## src/rtl/pkt_pkg.sv

```systemverilog
// Shared packet definitions used by the builder and the parser.
package pkt_pkg;

    localparam int unsigned HDR_BYTES = 8;
    localparam int unsigned WORD_W    = 32;

    typedef enum logic [1:0] {
        StIdle,
        StHdr0,
        StHdr1,
        StPayload
    } pkt_state_e;

    // Header fields travel little-endian inside an MSB-first beat.
    function automatic logic [15:0] swap16(input logic [15:0] v);
        return {v[7:0], v[15:8]};
    endfunction

    function automatic logic [31:0] swap32(input logic [31:0] v);
        return {v[7:0], v[15:8], v[23:16], v[31:24]};
    endfunction

endpackage

```

## src/rtl/seq_table.sv

```systemverilog
// Per-stream 32-bit sequence counters, indexed by the low stream-id bits.
module seq_table
    import pkt_pkg::*;
#(
    parameter int unsigned STREAM_BITS = 4
) (
    input  logic                   clk,
    input  logic                   reset_b,
    input  logic [STREAM_BITS-1:0] idx,
    input  logic                   inc,
    output logic [WORD_W-1:0]      seq
);

    localparam int unsigned Entries = 1 << STREAM_BITS;

    logic [WORD_W-1:0] cnt_q [Entries];

    // Counter array; the selected entry wraps naturally at 2^32.
    always_ff @(posedge clk or negedge reset_b) begin
        if (!reset_b) begin
            for (int i = 0; i < Entries; i++) begin
                cnt_q[i] <= '0;
            end
        end else if (inc) begin
            cnt_q[idx] <= cnt_q[idx] + 32'd1;
        end
    end

    assign seq = cnt_q[idx];

endmodule

```

## src/rtl/packet_builder.sv

```systemverilog
// Serialises one message into header + payload beats with a per-stream sequence stamp.
module packet_builder
    import pkt_pkg::*;
#(
    parameter int unsigned STREAM_BITS = 4,
    parameter int unsigned MAX_PAYLOAD = 32
) (
    input  logic                     clk,
    input  logic                     reset_b,
    input  logic [0:MAX_PAYLOAD*8-1] msgIn_data,
    input  logic [15:0]              msgIn_stream,
    input  logic [15:0]              msgIn_len,
    input  logic                     msgIn_val,
    output logic                     msgIn_ready,
    output logic                     msgIn_err,
    output logic [31:0]              dataOut,
    output logic                     dataOut_val,
    input  logic                     dataOut_ready,
    output logic                     dataOut_last
);

    localparam int unsigned BeatW = (MAX_PAYLOAD > 4) ? $clog2((MAX_PAYLOAD + 3) / 4) : 1;
    localparam int unsigned IdxW  = BeatW + 2;

    pkt_state_e               state_q, state_d;
    logic [0:MAX_PAYLOAD*8-1] data_q;
    logic [15:0]              len_q;
    logic [15:0]              stream_q;
    logic [BeatW-1:0]         beat_q;
    logic [BeatW-1:0]         last_beat_q;
    logic                     err_q;

    logic [WORD_W-1:0]        seq;
    logic                     accept;
    logic                     legal;
    logic                     beat_hs;
    logic                     seq_inc;
    logic [IdxW-1:0]          len_m1;
    logic [15:0]              pkt_len;
    logic [IdxW-1:0]          byte_idx;

    assign accept      = msgIn_val & msgIn_ready;
    assign legal       = (msgIn_len != 16'd0) && (msgIn_len <= 16'(MAX_PAYLOAD));
    assign msgIn_ready = (state_q == StIdle);
    assign msgIn_err   = err_q;
    assign beat_hs     = dataOut_val & dataOut_ready;
    assign seq_inc     = (state_q == StPayload) & beat_hs & dataOut_last;
    // Only meaningful for legal lengths, where len-1 always fits in IdxW bits.
    assign len_m1      = IdxW'(msgIn_len - 16'd1);
    assign pkt_len     = len_q + 16'(HDR_BYTES);

    seq_table #(
        .STREAM_BITS(STREAM_BITS)
    ) u_seq_table (
        .clk    (clk),
        .reset_b(reset_b),
        .idx    (stream_q[STREAM_BITS-1:0]),
        .inc    (seq_inc),
        .seq    (seq)
    );

    // State register.
    always_ff @(posedge clk or negedge reset_b) begin
        if (!reset_b) begin
            state_q <= StIdle;
        end else begin
            state_q <= state_d;
        end
    end

    // Next-state logic: illegal messages are swallowed without leaving idle.
    always_comb begin
        state_d = state_q;
        unique case (state_q)
            StIdle:    if (accept && legal) state_d = StHdr0;
            StHdr0:    if (beat_hs) state_d = StHdr1;
            StHdr1:    if (beat_hs) state_d = StPayload;
            StPayload: if (beat_hs && dataOut_last) state_d = StIdle;
            default:   state_d = StIdle;
        endcase
    end

    // Message capture, payload beat counter and error pulse.
    always_ff @(posedge clk or negedge reset_b) begin
        if (!reset_b) begin
            data_q      <= '0;
            len_q       <= '0;
            stream_q    <= '0;
            beat_q      <= '0;
            last_beat_q <= '0;
            err_q       <= 1'b0;
        end else begin
            err_q <= accept & ~legal;
            if (accept && legal) begin
                data_q      <= msgIn_data;
                len_q       <= msgIn_len;
                stream_q    <= msgIn_stream;
                beat_q      <= '0;
                last_beat_q <= len_m1[IdxW-1:2];
            end else if (state_q == StPayload && beat_hs) begin
                beat_q <= beat_q + 1'b1;
            end
        end
    end

    // Beat formatting; outputs derive only from registers so reset clears them at once.
    always_comb begin
        dataOut      = '0;
        dataOut_val  = 1'b0;
        dataOut_last = 1'b0;
        byte_idx     = '0;
        unique case (state_q)
            StHdr0: begin
                dataOut_val = 1'b1;
                dataOut     = {swap16(pkt_len), swap16(stream_q)};
            end
            StHdr1: begin
                dataOut_val = 1'b1;
                dataOut     = swap32(seq);
            end
            StPayload: begin
                dataOut_val  = 1'b1;
                dataOut_last = (beat_q == last_beat_q);
                for (int k = 0; k < 4; k++) begin
                    byte_idx = {beat_q, 2'(k)};
                    if (16'(byte_idx) < len_q) begin
                        dataOut[31-8*k -: 8] = data_q[8*byte_idx +: 8];
                    end
                end
            end
            default: ;
        endcase
    end

endmodule

```

## config.mk

```make
export PLATFORM = sky130hd
export DESIGN_NAME = packet_builder
export DESIGN_NICKNAME = d
export VERILOG_FILES = /design/src/rtl/pkt_pkg.sv /design/src/rtl/seq_table.sv /design/src/rtl/packet_builder.sv
export SDC_FILE = /design/constraint.sdc
export NUM_CORES = 2
export LEC_CHECK = 0
export CAP_MARGIN = 15
export CORE_MARGIN = 10
export CORE_UTILIZATION = 54
export CTS_BUF_LIST = sky130_fd_sc_hd__clkbuf_8
export DETAILED_ROUTE_END_ITERATION = 8
export HOLD_SLACK_MARGIN = 0.15
export PLACE_DENSITY = 0.82
export SKIP_CTS_REPAIR_TIMING = 1
export SLEW_MARGIN = 0
export SYNTH_ARGS = -nofsm -noshare
export SYNTH_HDL_FRONTEND = slang
export SYNTH_SLANG_ARGS = --single-unit
```

## constraint.sdc

```tcl
create_clock -name clk -period 3.5 [get_ports clk]
set_clock_uncertainty 0.2 [all_clocks]
set_input_delay 0.7 -clock clk [delete_from_list [all_inputs] [get_ports clk]]
set_output_delay 0.7 -clock clk [all_outputs]
set_load 0.01 [all_outputs]
```

Yosys cells after proc, flatten, opt, wreduce, memory -nomap -nowiden

Index checks and enable logic that the tools add are counted.

$add $sub $neg: 4
$lt $le $gt $ge: 7
Equality and inequality tests: 8
Bitwise logic cells: 11
Shift-type cells: 4
Reductions and logical operators: 10
Multiplexer cells: 20

Operator list:

| operator                                                                          | number |
|---|---|
| 256-bit by 33-bit indexed part select with 257-bit output                         | 4 |
| 512-bit bitwise mux                                                               | 1 |
| 8-bit NOT with 33-bit output                                                      | 4 |
| 32-bit binary-select mux with 4-bit select                                        | 1 |
| 32-bit demux with 4-bit select                                                    | 1 |
| 32-bit two-way mux                                                                | 3 |
| 32-bit case mux with 3 select lines                                               | 1 |
| 5-bit by 16-bit < comparator with 1-bit output                                    | 4 |
| 32-bit by 1-bit adder with 32-bit output, second input constant                   | 1 |
| 8-bit two-way mux                                                                 | 4 |
| 16-bit by 4-bit adder with 16-bit output, second input constant                   | 1 |
| 16-bit by 6-bit less-or-equal comparator with 1-bit output, second input constant | 1 |
| 16-bit nonzero test                                                               | 1 |
| 2-bit two-way mux                                                                 | 4 |
| 2-bit case mux with 4 select lines                                                | 1 |
| 3-bit two-way mux                                                                 | 2 |
| 2-bit != test, second input constant                                              | 3 |
| 1-bit bitwise AND                                                                 | 5 |
| 5-bit >= comparator, second input constant                                        | 1 |
| 1-bit logical AND                                                                 | 5 |
| 5-bit by 1-bit < comparator with 1-bit output, second input constant              | 1 |
| 4-bit NOT with 5-bit output                                                       | 1 |
| 5-bit by 1-bit subtractor with 5-bit output, second input constant                | 1 |
| 2-bit == test, second input constant                                              | 2 |
| other kinds (10)                                                                  | 11 |

Output and inout bits: 36
Logic and storage cells: 87
Register bits after elaboration: 809

Depth between registers and ports, before layout

Depth in word-level cells: 7
Depth in mapped cells: 16

Cells and area by module

Synthesis repeated with hierarchy kept, for this count alone.

Cell total of the unflattened synthesis: 2865
Area total of the unflattened synthesis: 37536.0 µm²

Modules (own cells, without submodules):

| module         | seq. area each (µm²) | instances | area each (µm²) | cells each |
|---|---|---|---|---|
| seq_table      | 12812.3              | 1         | 23383.7         | 1898 |
| packet_builder | 7432.1               | 1         | 14152.3         | 967 |

Worst setup path before layout

OpenSTA, ideal clock, no wires.

Kind: flip-flop to flip-flop
Start: register stream_q[0]
End: register u_seq_table.cnt_q[106] (netlist bit)
Cell stages (with the launch flop): 17
Slack: -0.004 ns
Data arrival time: 3.173 ns
Buffers on the path: 7
Path through: dfrtp_1 buf_6 buf_12 buf_8 mux4_1 a22oi_1 nand2_1 buf_2 clkbuf_1 ha_1 and3_1 buf_6 nor2b_4 and3_1 xnor2_2 buf_4 o21ai_0

Cells in the longest elaborated chain, start to end: 6
Elaborated cells on any way between the ends: 11
Those cells by class: add/sub: 1; order compare: 2; mux: 6; bitwise: 1; reduce/logical: 1

RTL lines:

| item                                                                                              | line                 | text |
|---|---|---|
| from (decl)                                                                                       | packet_builder.sv:28 | `logic [15:0] stream_q;` |
| from (signal assigned)                                                                            | packet_builder.sv:97 | `stream_q <= msgIn_stream;` |
| 4-bit NOT with 5-bit output (implied by the code) *                                               | seq_table.sv:25      | `cnt_q[idx] <= cnt_q[idx] + 32'd1;` |
| 32-bit binary-select mux with 4-bit select, or another cell as far along                          | seq_table.sv:25      |  |
| 32-bit two-way mux (implied by the code) / 1-bit logical AND (equally long branches)              | seq_table.sv:25      |  |
| 32-bit two-way mux (implied by the code)                                                          | seq_table.sv:25      |  |
| 32-bit by 1-bit adder with 32-bit output / 32-bit demux with 4-bit select (equally long branches) | seq_table.sv:25      |  |
| 512-bit bitwise mux *                                                                             | seq_table.sv:25      |  |
| to (signal, indexed assignment)                                                                   | seq_table.sv:25      |  |
| to (decl)                                                                                         | seq_table.sv:16      | `logic [WORD_W-1:0] cnt_q [Entries];` |

Every way passes the cells marked *; elsewhere a longest branch is shown, timed or not. The select of a mux whose other input is x is not followed.
A chain may end at the register's enable or synchronous reset.

Worst setup path in the final report

Start: register stream_q[0]
End: output dataOut[7]

Cells in the longest elaborated chain, start to end: 5

RTL lines:

| item                                                   | line                  | text |
|---|---|---|
| 4-bit NOT with 5-bit output (implied by the code)      | seq_table.sv:29       | `assign seq = cnt_q[idx];` |
| 32-bit binary-select mux with 4-bit select             | seq_table.sv:29       |  |
| 32-bit two-way mux (implied by the code) (2 in series) | seq_table.sv:29       |  |
| 32-bit case mux with 3 select lines                    | packet_builder.sv:112 | `unique case (state_q)` |
| to (decl)                                              | packet_builder.sv:16  | `output logic [31:0] dataOut,` |

Every way passes these cells. The select of a mux whose other input is x is not followed.

==> impl_metrics.tcl <==
set metrics [dict create \
    status "finished with violations" \
    violations "setup timing" \
    clk_latency_ns 0.79 \
    numCtsBuffers 119 \
    synth_cells 2961 \
    die_area_sq_mm 0.0788 \
    start_util_pct 54.5 \
    cp-start-kind "register" \
    ys.warnings.count 0 \
    dp_hpwl_microns 73100 \
    wirelength_microns 124000 \
    tightest_slew_ns 0.750 \
    postRouteAntennaNets 0 \
    final_util_pct 70.3 \
    nets 3835 \
    p_total_mw 20.9 \
    numPortBuffers 327 \
    hold_viol_final 0 \
    ys_seq_elements 809 \
    critPathKind "register to primary output" \
    reg2reg_setup_slack_ns -0.54 \
    layout-drive-gt1-share_pct 36.1 \
    setup_viol 475 \
    seq_area_sq_mm 0.0203 \
    post_drt_wl_per_cell_microns 27.6 \
    whs_ns 0.276 \
    worst_slack_ns -0.748 \
    nFillCells 3871 \
    max_cap_violations 0 \
    cts-root-buf "clkbuf_8" \
    syn_nets 3264 \
    grt_pass1_wl_microns 169000 \
    cp-end-kind "primary output" \
    die_w_microns 281 \
    p_per_area_mw_per_mm2 441 \
    slew-limit-headroom_pct 50.0 \
    fin_setup_tns_ns -135.49 \
    slowest_delay_ns 0.55 \
    finalCritPeriodShare_pct 121 \
    ys_async_sr_fraction_pct 100 \
    grt_overflow 0 \
    syn_avg_cell_area_sq_um 12.4 \
    cp_data_required_time_ns 2.60 \
    ios 328 \
    grt_antenna_before_repair 14 \
    ys_top_cells_by_area "dfrtp_1 55%, mux4_2 11%, mux2_2 9.7%" \
    path_cells "buf_6 > buf_12 > buf_6 > mux4_2 > mux4_2 > a222oi_1 > nor2_1 > buf_2" \
    die_y_microns 281 \
    htree_levels 3 \
    firstDrtPassIters 7 \
    slew_violations 0 \
    grt_setup_unrepaired "true" \
    gp_congestion 0.874 \
    vias_per_cell 6.51 \
    arrival_ns 3.35 \
    area_delta_synth_final_pct 29.0 \
    rows 95 \
    worst-path-buf-inv 4 \
    cpLargestDelayFamily "multiplexers" \
    final_common_cell "dfrtp_1" \
    synth_top_area_cell "dfrtp_1" \
    synth_ff_type "dfrtp_1" \
    hp-class "register to register" \
    cts_buffer_depth 3 \
    synth_edf_count 0 \
    dr_total_vias 29300 \
    gr-usage-all-layers_pct 27.6 \
    coreArea_sq_mm 0.0673 \
    cts_tree "built" \
    drc 0 \
    yosysUniqueCellTypes 56 \
    vdd_drop_max_mv 0.375 \
    synth_area_sq_mm 0.0367 \
    cpMaxStageDelayCell "mux4_2" \
    first_iter_violations 3631 \
    grt_pass1_vias 29300 \
    p_leak_nw 21.3 \
    clock_sink_count 809 \
    yosysSeqAreaShare_pct 55.2 \
    layout_common_cells "803 x dfrtp_1, 505 x nand2_1, 322 x o21ai_0" \
    cp_max_fo 7 \
    finalCriticalPeriod_ns 4.25 \
    yosys.area.top_type_share_pct 55.2 \
    cts.clk_slew.worst_paths_ns 0.07 \
    multi_input_area_sq_mm 0.0161 \
    timing.fmax_mhz 235 \
    grt_max_degree 110 \
]
[area by class of cell]
class	count	share of cell area, %
flip-flops and latches	809	42.8
multi-input cells	1900	34.1
repair buffers	693	15.5
clock buffers	152	4.42
well taps	873	2.31
clock inverters	54	0.725
inverters	9	0.0714
diodes	8	0.0423
[stage by stage]
step	cells	instance area [sq um]	setup slack [ns]
after detailed placement	4180	42800	-0.334
after global placement	4180	42800	-0.283
after floorplan	2961	36700	0.00911
final	4498	47300	-0.748
after CTS	4386	45300	-1.15
after global routing	4494	47300	-0.790
[power by group]
group	switching [mW]	internal, mW
clock network	3.76	4.15
registers	0.0517	9.42
logic	1.86	1.60
[tightest hold or removal path, stage by stage (launching register included)]
cell and delay (ns):
dfrtp_1 0.34, nand2_1 0.04, o21ai_0 0.06
[cell usage after synthesis, drive strengths merged, types with 5 or more instances]
cell type,count
a21oi,25
a221oi,19
a222oi,8
a22oi,58
and3,9
buf,81
clkbuf,162
dfrtp,809
ha,11
inv,9
mux2,315
mux2i,24
mux4,195
nand2,553
nand3,22
nand4,12
nor2,74
nor2b,14
nor3,5
nor4,5
o21ai,485
xnor2,21
xor2,27
[worst paths after layout]
check,to,from,cells past startpoint
worst min register to register,u_seq_table.cnt_q[393],u_seq_table.cnt_q[393],2
max in group asynchronous,beat_q[0],reset_b,3
worst max-delay path,dataOut[7],stream_q[0],8
min in group asynchronous,u_seq_table.cnt_q[137],reset_b,2
worst min-delay path,u_seq_table.cnt_q[393],u_seq_table.cnt_q[393],2
worst max register to register,u_seq_table.cnt_q[439],stream_q[0],21
[logic make-up (layout without fill, tap and decap cells)]
kind of cell               after synthesis  in the layout  synth area share, %
xor gates and xnor gates                48             48                 1.53
adders and majority gates               11             11                0.375
AOI/OAI and AO/OA                      599            599                 9.00
muxes                                  534            534                 22.4
and+or+nand+nor                        708            708                 8.05
DFF                                    809            809                 55.2
other                                    0              8                    0
buffers and inverters                  252            908                 3.42
[registers in the layout, indices dropped and copies added (netlist names)]
name               count
msgIn_err              1
beat_q                 3
state_q                2
last_beat_q            3
len_q                 16
data_q               256
u_seq_table.cnt_q    512
stream_q              16
[metal layers]
metal / share of wire (%) / up-vias / track usage, %
met3: 11 / 637 / 7.80
met1: 33 / 14700 / 32.4
li1: - / 11700 / -
met2: 48 / 2219 / 45.9
met5: 0.088 / - / 0.320
met4: 6.8 / 14 / 14.4
Power figures use the tool's default switching activity.
